**config.mk**
```make
export PLATFORM = sky130hd
export DESIGN_NAME = sx_wrr_arbiter_flat
export DESIGN_NICKNAME = d
export VERILOG_FILES = /design/src/rtl/sx_wrr_arbiter_if.sv /design/src/rtl/sx_wrr_arbiter.sv /design/src/flat_wrapper.sv
export SDC_FILE = /design/constraint.sdc
export NUM_CORES = 1
export LEC_CHECK = 0
export CORE_ASPECT_RATIO = 1.2
export CORE_UTILIZATION = 57
export DETAILED_ROUTE_END_ITERATION = 16
export GPL_TIMING_DRIVEN = 0
export PLACE_DENSITY_LB_ADDON = 0.25
export SETUP_SLACK_MARGIN = 0.5
export SYNTH_ARGS = -nofsm -noshare
export SYNTH_HDL_FRONTEND = slang
export SYNTH_SLANG_ARGS = --single-unit
```
**constraint.sdc**
```tcl
create_clock -name clk -period 7.5 [get_ports clk]
set_input_delay 1.5 -clock clk [delete_from_list [all_inputs] [get_ports clk]]
set_output_delay 1.5 -clock clk [all_outputs]
set_load 0.05 [all_outputs]
```
**src/rtl/sx_wrr_arbiter_if.sv**
```systemverilog
// Request/grant bundle between one output port's stream mux and its WRR arbiter.
// The arbiter takes the slave side; the crossbar datapath (or a bench) drives the master side.
interface sx_wrr_arbiter_if #(
  parameter int S_DATA_COUNT = 10,
  parameter int WEIGHT_WIDTH = 4
);
  localparam int ID_WIDTH = $clog2(S_DATA_COUNT);

  logic [S_DATA_COUNT-1:0]              req_i;
  logic [S_DATA_COUNT-1:0]              last_i;
  logic                                 beat_ack_i;
  logic [S_DATA_COUNT*WEIGHT_WIDTH-1:0] weight_i;
  logic [S_DATA_COUNT-1:0]              grant_o;
  logic [ID_WIDTH-1:0]                  grant_id_o;
  logic                                 grant_valid_o;
  logic                                 pkt_done_o;

  modport master (
    output req_i, last_i, beat_ack_i, weight_i,
    input  grant_o, grant_id_o, grant_valid_o, pkt_done_o
  );

  modport slave (
    input  req_i, last_i, beat_ack_i, weight_i,
    output grant_o, grant_id_o, grant_valid_o, pkt_done_o
  );
endinterface

```
**src/rtl/sx_wrr_arbiter.sv**
```systemverilog
// Packet-granular weighted round-robin arbiter for one crossbar output port.
// Grants are held until the owner's last beat handshakes; each owner may keep up to WEIGHT packets per turn.
module sx_wrr_arbiter #(
  parameter int S_DATA_COUNT = 10,
  parameter int WEIGHT_WIDTH = 4
) (
  input  logic            clk,
  input  logic            reset_n,
  sx_wrr_arbiter_if.slave arb
);
  localparam int ID_WIDTH = $clog2(S_DATA_COUNT);

  typedef enum logic {IDLE, LOCKED} state_t;

  state_t                    state_q, state_d;
  logic [ID_WIDTH-1:0]       ptr_q, ptr_d;
  logic [WEIGHT_WIDTH-1:0]   credit_q, credit_d;
  logic [ID_WIDTH-1:0]       owner_q, owner_d;
  logic [S_DATA_COUNT-1:0]   grant_q, grant_d;
  logic [ID_WIDTH-1:0]       grantId_q, grantId_d;
  logic                      grantValid_q, grantValid_d;
  logic                      pktDone_q, pktDone_d;

  logic                      scanFound;
  logic [ID_WIDTH-1:0]       scanSel;
  logic [WEIGHT_WIDTH-1:0]   selWeight;
  logic [ID_WIDTH-1:0]       sel;
  logic                      take;
  logic                      reload;

  // Rotating priority: first requester at or after ptr_q, wrapping modulo S_DATA_COUNT.
  always_comb begin
    scanFound = 1'b0;
    scanSel   = '0;
    for (int i = 0; i < S_DATA_COUNT; i++) begin
      int idx;
      idx = int'(ptr_q) + i;
      if (idx >= S_DATA_COUNT) idx = idx - S_DATA_COUNT;
      if (!scanFound && arb.req_i[idx]) begin
        scanFound = 1'b1;
        scanSel   = ID_WIDTH'(idx);
      end
    end
  end

  assign selWeight = arb.weight_i[int'(scanSel)*WEIGHT_WIDTH +: WEIGHT_WIDTH];

  always_comb begin
    state_d      = state_q;
    ptr_d        = ptr_q;
    credit_d     = credit_q;
    owner_d      = owner_q;
    grant_d      = grant_q;
    grantId_d    = grantId_q;
    grantValid_d = grantValid_q;
    pktDone_d    = 1'b0;
    sel          = '0;
    take         = 1'b0;
    reload       = 1'b0;

    unique case (state_q)
      IDLE: begin
        // Remaining credit lets the previous owner keep its turn without reloading weight.
        if (credit_q != '0 && arb.req_i[owner_q]) begin
          take = 1'b1;
          sel  = owner_q;
        end else if (scanFound) begin
          take   = 1'b1;
          reload = 1'b1;
          sel    = scanSel;
        end
        if (take) begin
          state_d      = LOCKED;
          grant_d      = '0;
          grant_d[sel] = 1'b1;
          grantId_d    = sel;
          grantValid_d = 1'b1;
        end
        if (reload) begin
          credit_d = (selWeight == '0) ? WEIGHT_WIDTH'(1) : selWeight;
          ptr_d    = (sel == ID_WIDTH'(S_DATA_COUNT - 1)) ? '0 : sel + 1'b1;
          owner_d  = sel;
        end
      end
      LOCKED: begin
        if (arb.beat_ack_i && arb.last_i[grantId_q]) begin
          state_d      = IDLE;
          credit_d     = (credit_q == '0) ? '0 : credit_q - 1'b1;
          grant_d      = '0;
          grantValid_d = 1'b0;
          pktDone_d    = 1'b1;
        end
      end
      default: state_d = IDLE;
    endcase
  end

  always_ff @(posedge clk or negedge reset_n) begin
    if (!reset_n) begin
      state_q      <= IDLE;
      ptr_q        <= '0;
      credit_q     <= '0;
      owner_q      <= '0;
      grant_q      <= '0;
      grantId_q    <= '0;
      grantValid_q <= 1'b0;
      pktDone_q    <= 1'b0;
    end else begin
      state_q      <= state_d;
      ptr_q        <= ptr_d;
      credit_q     <= credit_d;
      owner_q      <= owner_d;
      grant_q      <= grant_d;
      grantId_q    <= grantId_d;
      grantValid_q <= grantValid_d;
      pktDone_q    <= pktDone_d;
    end
  end

  assign arb.grant_o       = grant_q;
  assign arb.grant_id_o    = grantId_q;
  assign arb.grant_valid_o = grantValid_q;
  assign arb.pkt_done_o    = pktDone_q;
endmodule

```
**src/flat_wrapper.sv**
```systemverilog
// flat-port wrapper written by rule: the top's interface ports become plain ports
module sx_wrr_arbiter_flat 
#(
  parameter int S_DATA_COUNT = 10,
  parameter int WEIGHT_WIDTH = 4
)
  (clk, reset_n, arb_req_i, arb_last_i, arb_beat_ack_i, arb_weight_i, arb_grant_o, arb_grant_id_o, arb_grant_valid_o, arb_pkt_done_o);
  sx_wrr_arbiter_if #(.S_DATA_COUNT(S_DATA_COUNT), .WEIGHT_WIDTH(WEIGHT_WIDTH)) arb_i ();
  input  logic clk;
  input  logic reset_n;
  input wire logic [$bits(arb_i.req_i)-1:0] arb_req_i;
  input wire logic [$bits(arb_i.last_i)-1:0] arb_last_i;
  input wire logic [$bits(arb_i.beat_ack_i)-1:0] arb_beat_ack_i;
  input wire logic [$bits(arb_i.weight_i)-1:0] arb_weight_i;
  output wire logic [$bits(arb_i.grant_o)-1:0] arb_grant_o;
  output wire logic [$bits(arb_i.grant_id_o)-1:0] arb_grant_id_o;
  output wire logic [$bits(arb_i.grant_valid_o)-1:0] arb_grant_valid_o;
  output wire logic [$bits(arb_i.pkt_done_o)-1:0] arb_pkt_done_o;
  assign arb_i.req_i = arb_req_i;
  assign arb_i.last_i = arb_last_i;
  assign arb_i.beat_ack_i = arb_beat_ack_i;
  assign arb_i.weight_i = arb_weight_i;
  assign arb_grant_o = arb_i.grant_o;
  assign arb_grant_id_o = arb_i.grant_id_o;
  assign arb_grant_valid_o = arb_i.grant_valid_o;
  assign arb_pkt_done_o = arb_i.pkt_done_o;
  sx_wrr_arbiter #(.S_DATA_COUNT(S_DATA_COUNT), .WEIGHT_WIDTH(WEIGHT_WIDTH)) u_core (.clk(clk), .reset_n(reset_n), .arb(arb_i));
endmodule
```
Word-level counts from Yosys, hierarchy flattened
Cells that the tools add are included.
Word-level totals
  memory bits (read-only): 0
  output and inout port bits: 16
  memories: 0
  memory bits (writable): 0
  latch bits: 0
  word-level logic and storage cells: 178
  register bits after elaboration: 29
Cells by class
  reduce and logical (&&, ||, !) cells: 28
  divide/modulo/power cells: 0
  equality and inequality tests: 4
  $add $sub $neg: 21
  mux-type cells: 91
  $mul: 0
  bitwise operators: 1
  order comparisons: 24
  shift-type cells: 1
Operators with widths (count)
  $lt A32 B6 Y1 const B: 10
  $mux W32: 10
  $ge A32 B5 Y1 const B: 9
  $sub A32 B5 Y32 const B: 9
  $mux W4: 18
  $bmux W1 S4: 12
  $mux W1: 44
  $shiftx A40 B7 Y4: 1
  $add A4 B3 Y5 const B: 4
  $mux W10: 2
  $pmux W10 S2: 1
  $lt A4 B5 Y1 const B: 3
  $logic_and A1 B1 Y1: 12
  $add A4 B2 Y5 const B: 2
  $add A4 B4 Y5 const B: 2
  $logic_not A1 Y1: 9
  $logic_not A4 Y1: 2
  $pmux W4 S2: 1
  $reduce_and A2 Y1: 4
  $ne A2 B2 Y1 const B: 3
  $add A4 B1 Y5 const B: 1
  $sub A4 B4 Y5 const B: 1
  $add A4 B1 Y4 const B: 1
  $demux W1 S4: 1
  7 further kinds: 8

Depth between registers and ports, before layout
Gate-level depths: netlist of the first run.
  word-level depth: 42
  mapped depth: 24

Least setup slack after synthesis of the first run
No wires, ideal clock.
  path kind: register -> register
  start point: reg u_core.ptr_q[0]
  end point: reg u_core.credit_q[1]
  clock period less this slack: 5.310 ns
  stages on the path, launching flop included: 24
  setup time: 0.118 ns
  arrival: 5.192 ns
  path slack: 2.190 ns
  data required time: 7.382 ns
  cell sequence: dfrtp_1 > buf_6 > buf_8 > buf_8 > buf_6 > inv_2 > ha_1 > clkbuf_1 > inv_1 > ha_1 > or3_1 > o311ai_1 > a2111oi_1 > or3_1 > clkbuf_2 > nor4_4 > nand4_4 > nor2_4 > o21ai_2 > buf_6 > mux2_4 > a222oi_1 > a32oi_1 > a21o_1
On the way
  longest elaborated chain between the ends: 38
RTL lines
  start: declaration: line sx_wrr_arbiter.sv:16  | logic [ID_WIDTH-1:0] ptr_q, ptr_d;
  start signal: assignment: line sx_wrr_arbiter.sv:110  | ptr_q <= ptr_d;
  parallel branches: the longest is 38 deep, another holds $sub A32 B5 Y32
  end signal: assignment: line sx_wrr_arbiter.sv:111  | credit_q <= credit_d;
  end: declaration: line sx_wrr_arbiter.sv:17  | logic [WEIGHT_WIDTH-1:0] credit_q, credit_d;
Several ways; the timed one is not identified. The select of a mux whose other input is x is not followed.
A chain may end at the register's enable or synchronous reset.

Worst setup path in the final report of the first run
Same ends and word-level chain as after synthesis.

==> flow_summary_export.csv, run 1 <==
group,metric,value,unit
die,boundaryPins,79,
worst_setup_path,crit_type,"reg -> reg",
sta,setup_viol,0,
die,die_h,107.1,microns
synthesis,syn-cell-area,5246,sq um
route,drt_first_pass_iters,7,
grt,overflow,0,
sta,relSlewSlack,40.63,%
route,vias,5735,
placed_design,place.gp.congestion,0.9952,
placed_design,post-dp-hpwl,13610,microns
cts,cts_buffer_depth,2,
synthesis,yosysMostFrequentCell,"nand2_1",
cts,cts.sinks,29,
grt,grt_pass1_wl,27510,microns
worst_setup_path,start_kind,"flip-flop",
synthesis,yosysSeqAreaShare,13.83,%
layout,areaGrowthSynthToFinish,20.20,%
worst_setup_path,cp_common_cell,"buf_6",
synthesis,synth_flop_cell,"dfrtp_1",
worst_setup_path,path_max_fanout,10,
grt,grtUsageTotal,37.29,%
layout,n_antenna_cell,0,
route,drt_iter0_markers,428,
worst_setup_path,slowest_stage,"dfrtp_1",
route,vias_per_cell,6.893,
synthesis,synth_fp_nets,714,
die,die-area,9594,sq um
die,core,8986,sq um
die,die_w,89.58,microns
synthesis,synth_seq_cells,29,
synthesis,synth_edf_count,0,
cts,cts_tree,"yes",
placed_design,numPortBuffers,78,
sta,hold_viol_final,0,
cts,numCtsBuffers,5,
status,status,"finished clean",
grt,grt_max_degree,30,
sta,fin_skew,0.008540,ns
grt,antenna_found_initial,0,
worst_setup_path,crit_family,"buffers and inverters",
synthesis,yosysWarnings,0,
worst_setup_path,cpPeakStageDelay,0.44,ns
route,drc,0,
worst_hold_path,hold_class,"reg -> reg",
layout,instances_no_fill,832,
worst_setup_path,worstPathArrival,6.61,ns
synthesis,postSynthCellCount,626,
synthesis,ys_types,113,
die,start_util,58.38,%
sta,period_needed,6.439,ns
layout,final_layout_size_suffix_gt1_share,15.87,%
synthesis,synth_top_area_share,13.83,%
worst_setup_path,critPathBufInv,9,
route,routed_wl,17650,microns
sta,tns,0,ns
layout,layout.nets,799,
synthesis,syn_area_per_cell,8.381,sq um
die,fp-row-count,38,
grt,grt_pass1_vias,5599,
sta,rsz0062_at_grt,"false",
synthesis,yosysTopAreaCell,"dfrtp_1",
sta,tightest_slew,0.8658,ns
cts,clock-root-buffer,"clkbuf_8",
sta,fmax,155.3,MHz
route,wl_per_cell,21.21,microns
worst_setup_path,crit_chain,"buf_6 > buf_8 > buf_8 > buf_6 > inv_2 > ha_1 > clkbuf_1 > inv_1 > ha_1 > or3_1 > o311ai_2 > a2111oi_1 > or3_1 > clkbuf_2 > nor3_2 > nand3_1 > o2bb2ai_2 > o21ai_2 > buf_6 > mux2_4 > a222oi_1 > a32oi_1 > a21o_1",
placed_design,dp.cells,824,
route,ant_nets,0,
synthesis,yosys-top-cells-area,"dfrtp_1 14%, ha_1 5.7%, mux2_2 4.7%, mux2i_1 4.0%, nand2_1 3.6%",
flow_run,drv_cap,0,
worst_setup_path,end_kind,"flip-flop",
synthesis,synthArstFlopShare,100.0,%
sta,period_share,85.86,%
cts,clkTransAtPathRegs,0.07,ns
cts,htreeDepth,2,
cts,clk_latency,0.29,ns
worst_setup_path,required,7.67,ns
synthesis,synth_common_cells,"50 x nand2_1, 44 x nor2_1, 30 x a21oi_1, 29 x dfrtp_1, 25 x o21ai_0",
sta,drv_slew,0,
## registers in the layout (all words and copies together) (netlist names)
register and count:
u_core.arb.grant_o 10, u_core.arb.pkt_done_o 1, u_core.arb.grant_id_o 4, u_core.state_q 1
u_core.credit_q 4, u_core.arb.grant_valid_o 1, u_core.owner_q 4, u_core.ptr_q 4
## cells in the final DEF (no fill, tap or decap), drive strengths merged, types with 8 or more instances in the layout
cell type and n:
inv 23, o311ai 11, o211ai 13, clkbuf 12, o21ai 34, a22o 8
and3 8, o22ai 8, nand3 19, xnor2 9, nand2b 11, dfrtp 29
nand2 50, a31oi 9, a21oi 33, nor2b 16, mux2 30, nor3 22
and2 10, buf 21, a21o 12, mux2i 22, or3 12, clkdlybuf4s50 77
nor2 45, ha 24, a211oi 16
## metrics by stage
| stage | hold WS (ns) | setup WS, ns | utilization (%) | area [sq um] |
|---|---|---|---|---|
| 2_1_floorplan | 0.4864 | 2.190 | - | 5246 |
| 3_3_place_gp | 0.4722 | 1.179 | 68.74 | 6177 |
| 3_5_place_dp | 0.4664 | 1.053 | 68.74 | 6177 |
| 4_1_cts | 0.5083 | 1.033 | 70.08 | 6297 |
| 5_1_grt | 0.5289 | 0.6180 | 70.18 | 6306 |
| 6_report | 0.5055 | 1.061 | 70.18 | 6306 |
## worst register-to-register path, cell delays in order, from the launching register on
cell       delay (ns)
dfrtp_1          0.44
buf_6            0.18
buf_8            0.17
buf_8            0.18
buf_6            0.18
inv_2            0.13
ha_1             0.37
clkbuf_1         0.36
inv_1            0.27
ha_1             0.33
or3_1            0.39
o311ai_2         0.39
a2111oi_1        0.14
or3_1            0.43
clkbuf_2         0.19
nor3_2           0.28
nand3_1          0.19
o2bb2ai_2        0.29
o21ai_2          0.16
buf_6            0.18
mux2_4           0.29
a222oi_1         0.42
a32oi_1          0.18
a21o_1           0.19
## layout make-up
cell class	instances	area (sq um)
plain buffers	26	200.2
clock buffers	6	82.58
clock inverters	2	37.54
fillers	683	2680
inverters	23	88.84
multi-input cells	548	4245
flip-flops and latches	29	725.7
well taps	120	150.1
repair buffers	78	775.7
## metal layers
metal / wire [microns] / track usage [%] / up-vias
met5: 0 / 0.6061 / -
met4: 1095 / 24.04 / 0
met3: 1137 / 5.235 / 76
met2: 8690 / 63.10 / 294
met1: 6725 / 42.91 / 2744
li1: - / - / 2621
## worst paths after layout
kind,end,slack [ns],cells after the start,start
worst min-delay path,u_core.arb.grant_valid_o,0.51,1,u_core.arb.grant_valid_o
worst min register to register,u_core.arb.grant_valid_o,0.51,1,u_core.arb.grant_valid_o
max in group asynchronous,u_core.arb.grant_id_o[3],5.81,1,reset_n
worst max-delay path,u_core.credit_q[1],1.06,23,u_core.ptr_q[0]
min in group asynchronous,u_core.arb.grant_valid_o,1.25,1,reset_n
worst max register to register,u_core.credit_q[1],1.06,23,u_core.ptr_q[0]
## kinds of logic (layout without fill, tap and decap cells)
logic type | count (synthesis) | after routing | synth area share [%]
AO/OA/AOI/OAI | 219 | 219 | 33.34
buffers and inverters | 49 | 135 | 5.509
adder cells (fa/ha/maj) | 25 | 25 | 6.105
multiplexers | 56 | 56 | 12.81
flip-flops | 29 | 29 | 13.83
XOR/XNOR | 11 | 11 | 2.266
AND/OR/NAND/NOR | 237 | 237 | 26.14
## repair_timing
action | in CTS | in global routing
resized for setup | 0 | 2
buffers inserted | 0 | 0
hold buffers | 0 | 0
endpoints found under the setup margin | 0 | 2
Power of run 1 is left out: the tool's default activity adds up to more than one toggle a clock period on the data nets, which glitch-free logic cannot reach.
==> inputs of run 2 (changes only) <==
--- a/config.mk
+++ b/config.mk
@@ -8,6 +8,7 @@
 export CORE_ASPECT_RATIO = 1.2
 export CORE_UTILIZATION = 57
 export DETAILED_ROUTE_END_ITERATION = 16
+export GPL_ROUTABILITY_DRIVEN = 0
 export GPL_TIMING_DRIVEN = 0
 export PLACE_DENSITY_LB_ADDON = 0.25
 export SETUP_SLACK_MARGIN = 0.5
==> flow_summary_export.csv, run 2 (synthesis gave the netlist of run 1 again) <==
group,metric,value,unit
cts,cts.sinks,29,
route,ant_nets,0,
worst_setup_path,crit_family,"compound AO/OA/AOI/OAI gates",
cts,clock-root-buffer,"clkbuf_8",
worst_setup_path,required,7.68,ns
route,vias,5785,
placed_design,numPortBuffers,78,
sta,relSlewSlack,33.56,%
flow_run,drv_cap,0,
grt,grtUsageTotal,36.79,%
layout,n_antenna_cell,0,
worst_setup_path,rr_worst_depth,21,
route,drt_iter0_markers,691,
grt,overflow,0,
die,boundaryPins,79,
cts,cts_hold_buf,0,
grt,grt_pass1_vias,5636,
layout,layout.nets,799,
cts,htreeDepth,2,
route,vias_per_cell,6.961,
placed_design,post-dp-hpwl,13110,microns
worst_hold_path,min_from,"u_core.arb.grant_o[1]",
route,drc,0,
worst_setup_path,end_kind,"flip-flop",
status,status,"finished clean",
worst_setup_path,path_max_fanout,10,
worst_hold_path,hold_depth,1,
layout,multi_input_area,4232,sq um
worst_hold_path,hold_class,"reg -> reg",
worst_setup_path,start_kind,"flip-flop",
layout,largest_reg_flops,10,
worst_hold_path,worstHoldEndpoint,"u_core.arb.grant_o[1]",
layout,fillCellCount,705,
sta,hold_viol_final,0,
route,wl_per_cell,20.28,microns
layout,areaGrowthSynthToFinish,19.63,%
cts,numCtsBuffers,5,
worst_setup_path,crit_type,"reg -> reg",
sta,fmax,150.7,MHz
cts,clkTransAtPathRegs,0.06,ns
die,die_h,107.1,microns
sta,period_share,88.48,%
grt,grt_max_degree,30,
worst_setup_path,r2r_slack,0.86,ns
sta,setup_viol,0,
worst_setup_path,cpPeakStageDelay,0.53,ns
layout,register_area,725.7,sq um
worst_setup_path,slowest_stage,"o311ai_1",
sta,tns,0,ns
route,drt_first_pass_iters,6,
cts,cts_buffer_depth,2,
worst_setup_path,worstPathArrival,6.82,ns
route,routed_wl,16860,microns
worst_setup_path,cp-startpoint,"u_core.ptr_q[0]",
worst_setup_path,r2r-start,"u_core.ptr_q[0]",
die,core,8986,sq um
cts,cts_tree,"yes",
grt,antenna_found_initial,0,
sta,tightest_slew,0.9689,ns
sta,fin_skew,0.005726,ns
worst_setup_path,crit_chain,"buf_6 > buf_8 > buf_8 > buf_6 > inv_2 > ha_1 > clkbuf_1 > inv_1 > ha_1 > or3_1 > o311ai_1 > a2111oi_1 > or3_1 > clkbuf_2 > o311ai_0 > a211oi_1 > o22ai_1 > nor3_1 > a222oi_1 > a32oi_1 > a21o_1",
die,die-area,9594,sq um
sta,rsz0062_at_grt,"false",
cts,post_cts_resized,0,
die,fp-row-count,38,
cts,clk_latency,0.28,ns
layout,final_layout_size_suffix_gt1_share,15.47,%
die,start_util,58.38,%
grt,grt_pass1_wl,27520,microns
layout,layout_commonest_cell,"clkdlybuf4s50_1",
sta,drv_slew,0,
sta,period_needed,6.636,ns
worst_setup_path,critPathBufInv,8,
die,die_w,89.58,microns
worst_setup_path,r2r-end,"u_core.credit_q[1]",
layout,layout_common_cells,"77 x clkdlybuf4s50_1, 50 x nand2_1, 44 x nor2_1",
cts,postCtsSetupRepairBufs,0,
run 2: changes by cell type in the layout (fill, tap and decap cells not counted):
cell / before / now
o311ai_2: 2 / 1
o311ai_1: 3 / 4
o22ai_2: 2 / 1
clkinv_2: 0 / 1
clkbuf_8: 6 / 5
o22ai_1: 6 / 7
clkinvlp_4: 1 / 0
run 2: routing by layer:
metal | share of wire [%] | wire (microns) | GRT usage (%) | up-vias
li1 | - | - | - | 2621
met1 | 38 | 6397 | 44.07 | 2693
met2 | 48 | 8038 | 60.66 | 365
met3 | 7.9 | 1330 | 5.928 | 106
met4 | 6.5 | 1090 | 22.00 | 0
met5 | 0 | 0 | 0 | -
run 2: cell type report:
type                       instances  area share (%)
clock inverter                     2          0.5582
clock buffer                       5           1.096
sequential                        29           11.56
multi-input combinational        548           67.42
buffer                            26           3.190
tap                              120           2.392
inverter                          23           1.415
timing repair buffer              78           12.36
run 2: worst max-delay path by stage:
| stage | to | slack [ns] | depth (start not counted) |
|---|---|---|---|
| finish | u_core.credit_q[1] | 0.86 | 21 |
| global route | u_core.credit_q[1] | 0.65 | 21 |
| CTS | u_core.credit_q[1] | 1.08 | 23 |
| detailed placement | u_core.credit_q[1] | 1.10 | 23 |
| global placement | u_core.credit_q[1] | 1.25 | 23 |
| floorplan | u_core.credit_q[1] | 2.19 | 23 |
run 2: per-stage QoR:
stage	hold slack [ns]	setup slack (ns)	area (sq um)	utilization [%]	instances
after floorplan	0.4864	2.190	5246	-	626
after global placement	0.4654	1.249	6177	68.74	824
after detailed placement	0.4891	1.097	6177	68.74	824
after CTS	0.5105	1.077	6281	69.90	831
after global routing	0.5268	0.6494	6276	69.84	831
final	0.5083	0.8637	6276	69.84	831
run 2: worst reg2reg max path: stages (launching register included):
cell and delay, ns:
dfrtp_1 0.47, buf_6 0.19, buf_8 0.17, buf_8 0.18, buf_6 0.18, inv_2 0.13
ha_1 0.38, clkbuf_1 0.34, inv_1 0.27, ha_1 0.34, or3_1 0.39, o311ai_1 0.53
a2111oi_1 0.16, or3_1 0.42, clkbuf_2 0.19, o311ai_0 0.51, a211oi_1 0.15, o22ai_1 0.53
nor3_1 0.17, a222oi_1 0.50, a32oi_1 0.18, a21o_1 0.17
Power of run 2 is left out for the same reason.
==> inputs of run 3 (changes only) <==
--- a/config.mk
+++ b/config.mk
@@ -12,6 +12,7 @@
 export GPL_TIMING_DRIVEN = 0
 export PLACE_DENSITY_LB_ADDON = 0.25
 export SETUP_SLACK_MARGIN = 0.5
+export SKIP_LAST_GASP = 1
 export SYNTH_ARGS = -nofsm -noshare
 export SYNTH_HDL_FRONTEND = slang
 export SYNTH_SLANG_ARGS = --single-unit
==> results of run 3 <==
Same layout as run 2: the final DEF is identical, and so are final timing and power.
Power of run 3 is left out for the same reason.
